[config.mk]
export PLATFORM = sky130hd
export DESIGN_NAME = keypad_matrix_scanner
export DESIGN_NICKNAME = d
export VERILOG_FILES = /design/src/rtl/keypad_pkg.sv /design/src/rtl/sync2.sv /design/src/rtl/keypad_matrix_scanner.sv
export SDC_FILE = /design/constraint.sdc
export NUM_CORES = 1
export LEC_CHECK = 0
export BUFFER_PORTS_ARGS = -buffer_cell sky130_fd_sc_hd__buf_2
export CORE_AREA = 2 2 72 74
export CTS_CLUSTER_DIAMETER = 30
export CTS_CLUSTER_SIZE = 10
export DETAILED_ROUTE_END_ITERATION = 10
export DIE_AREA = 0 0 74 76
export GPL_ROUTABILITY_DRIVEN = 0
export PLACE_DENSITY_LB_ADDON = 0.2
export SYNTH_ARGS = -nofsm -noshare
export SYNTH_HDL_FRONTEND = slang
export SYNTH_HIERARCHICAL = 1
export SYNTH_SLANG_ARGS = --single-unit
[constraint.sdc]
create_clock -name clk -period 2.2 [get_ports clk]
set_input_delay 0 -clock clk [delete_from_list [all_inputs] [get_ports clk]]
set_output_delay 0 -clock clk [all_outputs]
set_load 0.02 [all_outputs]
[src/rtl/keypad_pkg.sv]
// Shared types and default timing for the keypad matrix scanner.
package keypad_pkg;

    typedef enum logic [1:0] {
        SCAN,
        DEBOUNCE,
        HELD,
        RELEASE
    } scan_state_t;

    localparam int unsigned SCAN_DIV_DEFAULT         = 4096;
    localparam int unsigned DEBOUNCE_SAMPLES_DEFAULT = 4;

endpackage

[src/rtl/sync2.sv]
// Two-flop synchronizer; resets to all ones to match idle pulled-up lines.
module sync2 #(
    parameter int unsigned WIDTH = 1
) (
    input  logic             clk,
    input  logic             reset,
    input  logic [WIDTH-1:0] d,
    output logic [WIDTH-1:0] q
);

    logic [WIDTH-1:0] meta_q;
    logic [WIDTH-1:0] sync_q;

    always_ff @(posedge clk) begin
        if (reset) begin
            meta_q <= '1;
            sync_q <= '1;
        end else begin
            meta_q <= d;
            sync_q <= meta_q;
        end
    end

    assign q = sync_q;

endmodule

[src/rtl/keypad_matrix_scanner.sv]
// Row-scanning keypad reader: drives one row low per dwell, debounces a single key
// and reports it as a registered code with a one-cycle valid strobe.
module keypad_matrix_scanner
    import keypad_pkg::*;
#(
    parameter int unsigned ROWS             = 4,
    parameter int unsigned COLS             = 4,
    parameter int unsigned SCAN_DIV         = SCAN_DIV_DEFAULT,
    parameter int unsigned DEBOUNCE_SAMPLES = DEBOUNCE_SAMPLES_DEFAULT,
    localparam int unsigned CODE_W          = $clog2(ROWS * COLS)
) (
    input  logic              clk,
    input  logic              reset,
    input  logic [COLS-1:0]   col_in,
    output logic [ROWS-1:0]   row_out,
    output logic [CODE_W-1:0] key_code,
    output logic              key_valid,
    output logic              key_held
);

    localparam int unsigned RW  = $clog2(ROWS);
    localparam int unsigned CW  = $clog2(COLS);
    localparam int unsigned DCW = $clog2(SCAN_DIV);
    localparam int unsigned DW  = $clog2(DEBOUNCE_SAMPLES + 1);

    logic [COLS-1:0] col_s;
    logic [COLS-1:0] pressed;

    scan_state_t     state_q, state_d;
    logic [DCW-1:0]  dwell_q, dwell_d;
    logic [RW-1:0]   row_q, row_d, row_next;
    logic [RW-1:0]   cap_row_q, cap_row_d;
    logic [CW-1:0]   cap_col_q, cap_col_d;
    logic [CW-1:0]   low_col;
    logic [DW-1:0]   deb_q, deb_d, deb_inc;
    logic [CODE_W-1:0] code_q, code_d;
    logic            valid_q, valid_d;
    logic            held_q, held_d;
    logic            tick;
    logic            cap_pressed;
    logic            deb_done;

    sync2 #(
        .WIDTH (COLS)
    ) u_col_sync (
        .clk   (clk),
        .reset (reset),
        .d     (col_in),
        .q     (col_s)
    );

    assign pressed     = ~col_s;
    assign tick        = (dwell_q == DCW'(SCAN_DIV - 1));
    assign cap_pressed = pressed[cap_col_q];
    assign row_next    = (row_q == RW'(ROWS - 1)) ? '0 : row_q + RW'(1);
    assign deb_inc     = deb_q + DW'(1);
    assign deb_done    = (deb_inc == DW'(DEBOUNCE_SAMPLES));

    // Descending scan so the lowest pressed column is the final assignment.
    always_comb begin
        low_col = '0;
        for (int c = int'(COLS) - 1; c >= 0; c--) begin
            if (pressed[c]) begin
                low_col = CW'(c);
            end
        end
    end

    always_comb begin
        state_d   = state_q;
        dwell_d   = tick ? '0 : dwell_q + DCW'(1);
        row_d     = row_q;
        cap_row_d = cap_row_q;
        cap_col_d = cap_col_q;
        deb_d     = deb_q;
        code_d    = code_q;
        valid_d   = 1'b0;
        held_d    = held_q;

        if (tick) begin
            case (state_q)
                SCAN: begin
                    if (pressed == '0) begin
                        row_d = row_next;
                    end else begin
                        cap_row_d = row_q;
                        cap_col_d = low_col;
                        deb_d     = DW'(1);
                        state_d   = DEBOUNCE;
                    end
                end
                DEBOUNCE: begin
                    if (!cap_pressed) begin
                        row_d   = row_next;
                        state_d = SCAN;
                    end else if (deb_done) begin
                        code_d  = CODE_W'(cap_row_q) * CODE_W'(COLS) + CODE_W'(cap_col_q);
                        valid_d = 1'b1;
                        held_d  = 1'b1;
                        state_d = HELD;
                    end else begin
                        deb_d = deb_inc;
                    end
                end
                HELD: begin
                    if (!cap_pressed) begin
                        deb_d   = DW'(1);
                        state_d = RELEASE;
                    end
                end
                RELEASE: begin
                    if (cap_pressed) begin
                        state_d = HELD;
                    end else if (deb_done) begin
                        held_d  = 1'b0;
                        row_d   = row_next;
                        state_d = SCAN;
                    end else begin
                        deb_d = deb_inc;
                    end
                end
                default: state_d = SCAN;
            endcase
        end
    end

    always_ff @(posedge clk) begin
        if (reset) begin
            state_q   <= SCAN;
            dwell_q   <= '0;
            row_q     <= '0;
            cap_row_q <= '0;
            cap_col_q <= '0;
            deb_q     <= '0;
            code_q    <= '0;
            valid_q   <= 1'b0;
            held_q    <= 1'b0;
        end else begin
            state_q   <= state_d;
            dwell_q   <= dwell_d;
            row_q     <= row_d;
            cap_row_q <= cap_row_d;
            cap_col_q <= cap_col_d;
            deb_q     <= deb_d;
            code_q    <= code_d;
            valid_q   <= valid_d;
            held_q    <= held_d;
        end
    end

    assign row_out   = ~(ROWS'(1) << row_q);
    assign key_code  = code_q;
    assign key_valid = valid_q;
    assign key_held  = held_q;

endmodule

==> impl_results.md, run 1 <==
- Yosys Warn Count: 6
- Final setup violation count: 0
- Hold Crit Start: reset
- CP startpoint kind: register
- Via count of the first global-routing pass: 1121
- Most frequent cells in the layout: dfxtp_1, nor2_1, buf_2
- DRC Markers: 0
- Max Root-Sink Buffers: 2
- CTS sink count: 37
- Count of buffers from port buffering: 15
- Leakage: 0.814 nW
- Clk_lat worst skew: 0.29 ns
- GRT Residual Overflow: 0
- Vias: 1202
- Fin Clk Skew: 0.00478 ns
- Worst Path Buf+Inv: 0
- Hold path endpoint: key_held
- VDD IR max: 0.401 mV
- Worst Max-Slew Pin Slew: 0.387 ns
- Max cap viols: 0
- Final net count: 211
- TritonRoute pass-1 iters: 4
- Worst path cell trace: mux4_2 > xnor2_1 > nand2b_1 > and4_1 > or3_1
- Area growth from synthesis to layout: 16.3%
- Num ports: 16
- Setup TNS Final: 0 ns
- Netlist cell types: 37
- Global-route wire length before repair: between 5000 and 6000 µm
- Worst Hold Depth: 2
- Initial antenna violation count: 0
- #FFs+latches synth: 37
- Final ANT Viol Nets: 0
- GRT Total Usage: 0.115
- 1st-iter DRT viols: 64
- Run status: completed
- Setup Fix Bufs, Post-CTS: 0
- Worst Setup Path Type: reg2reg
- Fin cells: about 270
- Antenna cell count: 0
- Slowest-stage cell, CP: mux4_2
- Die width: 74 µm
- CTS Buf Count: 5
- HPWL after DPL: 2040 µm
- Crit-path leading delay family: simple AND/OR/NAND/NOR gates
- Post-synth net total: between 150 and 200
- Initial Utilization: 0.338
- CP max stage delay: ~0.60 ns
- Clk pin slew, worst setup/hold paths: 0.07 ns
- HP Class: in2reg
- Dpl cells: 257
- CP Capture Type: register
- R2R depth: 5
- Arrival time worst endpoint: 2.22 ns
- Max-slew violation count: 0
- CP required: 2.37 ns
- Slew HR: 0.740
- RSZ-0062 raised after global routing: no
- CTS tree: yes
- Total die area: 5620 µm²
- Core Region: 4910 µm²
- Final Cycle Share: 0.928
- CTS root buffer: clkbuf_8
- Flop2flop setup slack: around 0.16 ns
- Minimum clock period: 2.04 ns
- Num rows: 26
- Syn avg cell area: 9.39 µm²
- RR Endpoint: deb_q[2]
- Drt via density: 4.47
- WL/cell: about 11 µm
- H-tree Lvls: 2
- Worst r2r src: cap_col_q[0]
- Height of the die: 76 µm
- Synth Instances: between 150 and 200
- Commonest non-fill, non-tap cell in the layout: dfxtp_1
- Fmax: a little under 500 MHz
- Sequential area share after synthesis: 0.446
- CP max FO: 5
- Largest net degree at the start of global routing: 20
- Post-Route WL: 2880 µm
- Layout cell share with drive strength beyond 1: 0.151
- Mapped Area: 1660 µm²
- Final Hold Vio Count: 0
- Pwr/cell area: 612 nW/µm²
where the power goes:
group	internal, mW	switching (mW)	total (mW)
clock	0.219	0.229	0.448
combinational	0.0227	0.0232	0.0458
sequential	0.681	0.00786	0.689
worst max path at each step:
stage / startpoint / end / slack, ns / depth (start not counted)
final: cap_col_q[0] / deb_q[2] / 0.16 / 5
after detailed placement: cap_col_q[0] / deb_q[2] / 0.17 / 5
after floorplan: cap_col_q[0] / deb_q[2] / 0.27 / 6
after global placement: deb_q[0] / key_code[0] / 0.18 / 6
after CTS: deb_q[0] / key_code[0] / 0.14 / 6
after global routing: cap_col_q[0] / deb_q[2] / 0.009 / 5
cells in the mapped netlist (all sizes together):
| cell | n | area, µm² |
|---|---|---|
| a211o | 1 | 8.76 |
| a211oi | 5 | 42.5 |
| a21oi | 3 | 15.0 |
| a31oi | 2 | 12.5 |
| a41o | 1 | 10.0 |
| and2 | 2 | 12.5 |
| and3 | 2 | 12.5 |
| and3b | 1 | 8.76 |
| and4 | 2 | 17.5 |
| buf | 3 | 23.8 |
| clkbuf | 5 | 18.8 |
| dfxtp | 37 | 741 |
| ha | 7 | 87.6 |
| inv | 10 | 37.5 |
| mux2i | 12 | 120 |
| mux4 | 1 | 22.5 |
| nand2 | 12 | 45.0 |
| nand2b | 4 | 25.0 |
| nand3 | 4 | 20.0 |
| nand4 | 5 | 46.3 |
| nor2 | 26 | 97.6 |
| nor3 | 3 | 15.0 |
| nor4 | 1 | 6.26 |
| o21ai | 1 | 5.00 |
| o21bai | 1 | 7.51 |
| o22a | 1 | 8.76 |
| or2 | 8 | 50.1 |
| or2b | 1 | 7.51 |
| or3 | 2 | 12.5 |
| or4 | 2 | 18.8 |
| xnor2 | 2 | 17.5 |
| xor2 | 10 | 87.6 |
area by class of cell:
type                       count  area, µm²
clock inverter                 2       10.0
multi-input combinational    122        846
tap                           70       87.6
inverter                      10       37.5
clock buffer                   6       72.6
sequential                    37        741
fill                         494       2980
timing repair buffer          22        138
flip-flops by register name (all words and copies together), names as in the netlist, named ones only:
register and flops:
dwell_q 12, key_code 4, u_col_sync/meta_q 4, u_col_sync/q 4
deb_q 3, cap_col_q 2, cap_row_q 2, row_q 2
key_held 1, key_valid 1, state_q 1
through the flow:
step | hold WS (ns) | instance area [µm²] | utilization | setup slack, ns | total power [mW]
after floorplan | 0.0971 | 1660 | - | 0.274 | 0.731
after global placement | 0.183 | 1800 | 0.367 | 0.182 | 0.747
after detailed placement | 0.183 | 1800 | 0.367 | 0.171 | 0.745
after CTS | 0.0364 | 1930 | 0.392 | 0.140 | 1.20
after global routing | 0.0492 | 1930 | 0.393 | 0.00945 | 1.24
final | 0.0357 | 1930 | 0.393 | 0.158 | 1.18
what timing repair did:
item	4_1_cts	5_1_grt
hold buffers	4	0
endpoints found under the setup margin	0	2
gates resized for setup	0	1
hold endpoints to repair	4	0
routing by layer:
layer | share of wire | wire [µm] | track usage | vias to the layer above
met1 | 0.49 | 1410 | 0.150 | 547
met5 | 0 | 0 | 0 | -
met2 | 0.45 | 1300 | 0.170 | 16
met4 | 0.016 | 46 | 0.0382 | 0
met3 | 0.041 | 117 | 0.0476 | 5
li1 | - | - | - | 634
logic make-up (layout without fill, tap and decap cells):
family          count (synthesis)  in the layout  synth area share
buf+inv                        18             40            0.0482
simple gates                   75             75             0.238
mux                            13             13            0.0858
compound gates                 15             15            0.0663
xor+xnor                       12             12            0.0633
flops                          37             37             0.446
fa+ha+maj                       7              7            0.0527
Note: power is estimated with default switching activity, not from simulation.
==> run 2: changes to the inputs <==
==> constraint.sdc (replaced) <==
create_clock -name clk -period 2.22 [get_ports clk]
set_input_delay 0 -clock clk [delete_from_list [all_inputs] [get_ports clk]]
set_output_delay 0 -clock clk [all_outputs]
set_load 0.02 [all_outputs]
==> impl_results.md, run 2 (synthesis results as in run 1) <==
- Met1 wire length: 1400 µm
- Global-route wire length before repair: 5060 µm
- CTS tree: yes
- GRT Total Usage: 0.114
- CP required: 2.39 ns
- Setup Fix Bufs, Post-CTS: 0
- Post-Route WL: 2870 µm
- Crit-path leading delay family: simple AND/OR/NAND/NOR gates
- Initial antenna violation count: 0
- CP max stage delay: 0.62 ns
- Final Hold Vio Count: 0
- Int Pwr: roughly 900 µW
- CTS Buf Count: 5
- Commonest non-fill, non-tap cell in the layout: dfxtp_1
- Total die area: 5620 µm²
- Cts repair resizes: 0
- Final ANT Viol Nets: 0
- Fin Clk Skew: between 0.005 and 0.006 ns
- Slowest-stage cell, CP: or4_4
- CP max FO: 8
- Detail Route met3 WL: 134 µm
- Max Root-Sink Buffers: 2
- Core Region: 4910 µm²
- Initial Utilization: 0.338
- Pwr/cell area: 602 nW/µm²
- HP Class: in2reg
- CP Capture Type: register
- Via count of the first global-routing pass: between 1000 and 1500
- Height of the die: 76 µm
- Drt via density: between 4 and 5
- Num ports: 16
- CTS root buffer: clkbuf_8
- Worst Path Buf+Inv: 0
- 1st-iter DRT viols: 72
- Arrival time worst endpoint: roughly 2.2 ns
- Final net count: 211
- Max-slew violation count: 0
- Setup TNS Final: 0 ns
- Final Cycle Share: 0.919
- GRT Residual Overflow: 0
- Max layer used: met4
- Layout cell share with drive strength beyond 1: 0.142
- Clk pin slew, worst setup/hold paths: 0.07 ns
- Slew HR: 0.720
- WL/cell: between 10 and 15 µm
- Met2 WL post-DR: 1270 µm
- Total power: 1.15 mW
- Vias: ~1200
- TritonRoute pass-1 iters: 4
- Num rows: 26
- Clk_lat worst skew: 0.28 ns
- Area growth from synthesis to layout: 15.4%
- H-tree Lvls: 2
- Minimum clock period: 2.04 ns
- Leakage: 0.809 nW
- Fmax: 490 MHz
- Number of flip-flops in the largest register: 12
- Most frequent cells in the layout: dfxtp_1, nor2_1, buf_2
- Count of buffers from port buffering: 15
- DRC Markers: 0
- Worst path cell trace: ha_1 > xor2_1 > nand3_1 > or4_4 > mux2i_1 > nor2_1
- Antenna cell count: 0
- Clock power frac: 0.368
- Final core utilization: 0.390
- Die width: around 74 µm
- Worst Setup Path Type: reg2reg
- HPWL after DPL: 2050 µm
- Max cap viols: 0
- Switch Pwr: roughly 250 µW
- Combinational share of power: 0.040
- RSZ-0062 raised after global routing: no
- Worst Max-Slew Pin Slew: 0.417 ns
- CTS sink count: 37
- Seq pwr share: 0.592
- Sw frac: 0.217
- Largest net degree at the start of global routing: 20
- VDD IR max: 0.401 mV
- Final setup violation count: 0
- CP startpoint kind: register
- Run status: completed
- Biggest register: dwell_q
run 2: layer usage:
| layer | track usage | vias up |
|---|---|---|
| met2 | 0.171 | 24 |
| met3 | 0.0370 | 9 |
| met1 | 0.146 | 551 |
| met4 | 0.0564 | 0 |
| li1 | - | 637 |
| met5 | 0 | - |
run 2: what timing repair did:
action | in CTS | in global routing
hold buffers | 4 | 0
hold endpoints to repair | 4 | 0
endpoints found under the setup margin | 0 | 0
run 2: path summary, 6_finish.rpt:
check,from,endpoint,slack (ns),depth (start not counted)
min reg2reg,u_col_sync/meta_q[3],u_col_sync/q[3],0.41,1
min,reset,key_valid,0.05,2
max,deb_q[0],key_code[0],0.18,6
max reg2reg,deb_q[0],key_code[0],0.18,6
run 2: cell type report:
class	count	area, µm²
fill	494	2990
multi-input combinational	122	841
sequential	37	741
timing repair buffer	22	138
tap	70	87.6
clock buffer	5	68.8
inverter	10	37.5
clock inverter	1	5.00
run 2: per-stage QoR:
| stage | hold slack, ns | std cells | setup slack [ns] | cell area [µm²] |
|---|---|---|---|---|
| after floorplan | 0.0971 | 177 | 0.294 | 1660 |
| after CTS | 0.0475 | 267 | 0.170 | 1920 |
| final | 0.0491 | 267 | 0.179 | 1920 |
| after detailed placement | 0.183 | 257 | 0.186 | 1800 |
| after global placement | 0.183 | 257 | 0.202 | 1800 |
| after global routing | 0.0538 | 267 | 0.0187 | 1920 |
run 2: power by group through the flow:
stage | Sequential, mW | Combinational [mW] | Clock [mW]
floorplan | 0.696 | 0.0286 | 0
global placement | 0.698 | 0.0418 | 0
detailed placement | 0.698 | 0.0417 | 0
CTS | 0.683 | 0.0469 | 0.443
global route | 0.684 | 0.0522 | 0.473
finish | 0.683 | 0.0462 | 0.425
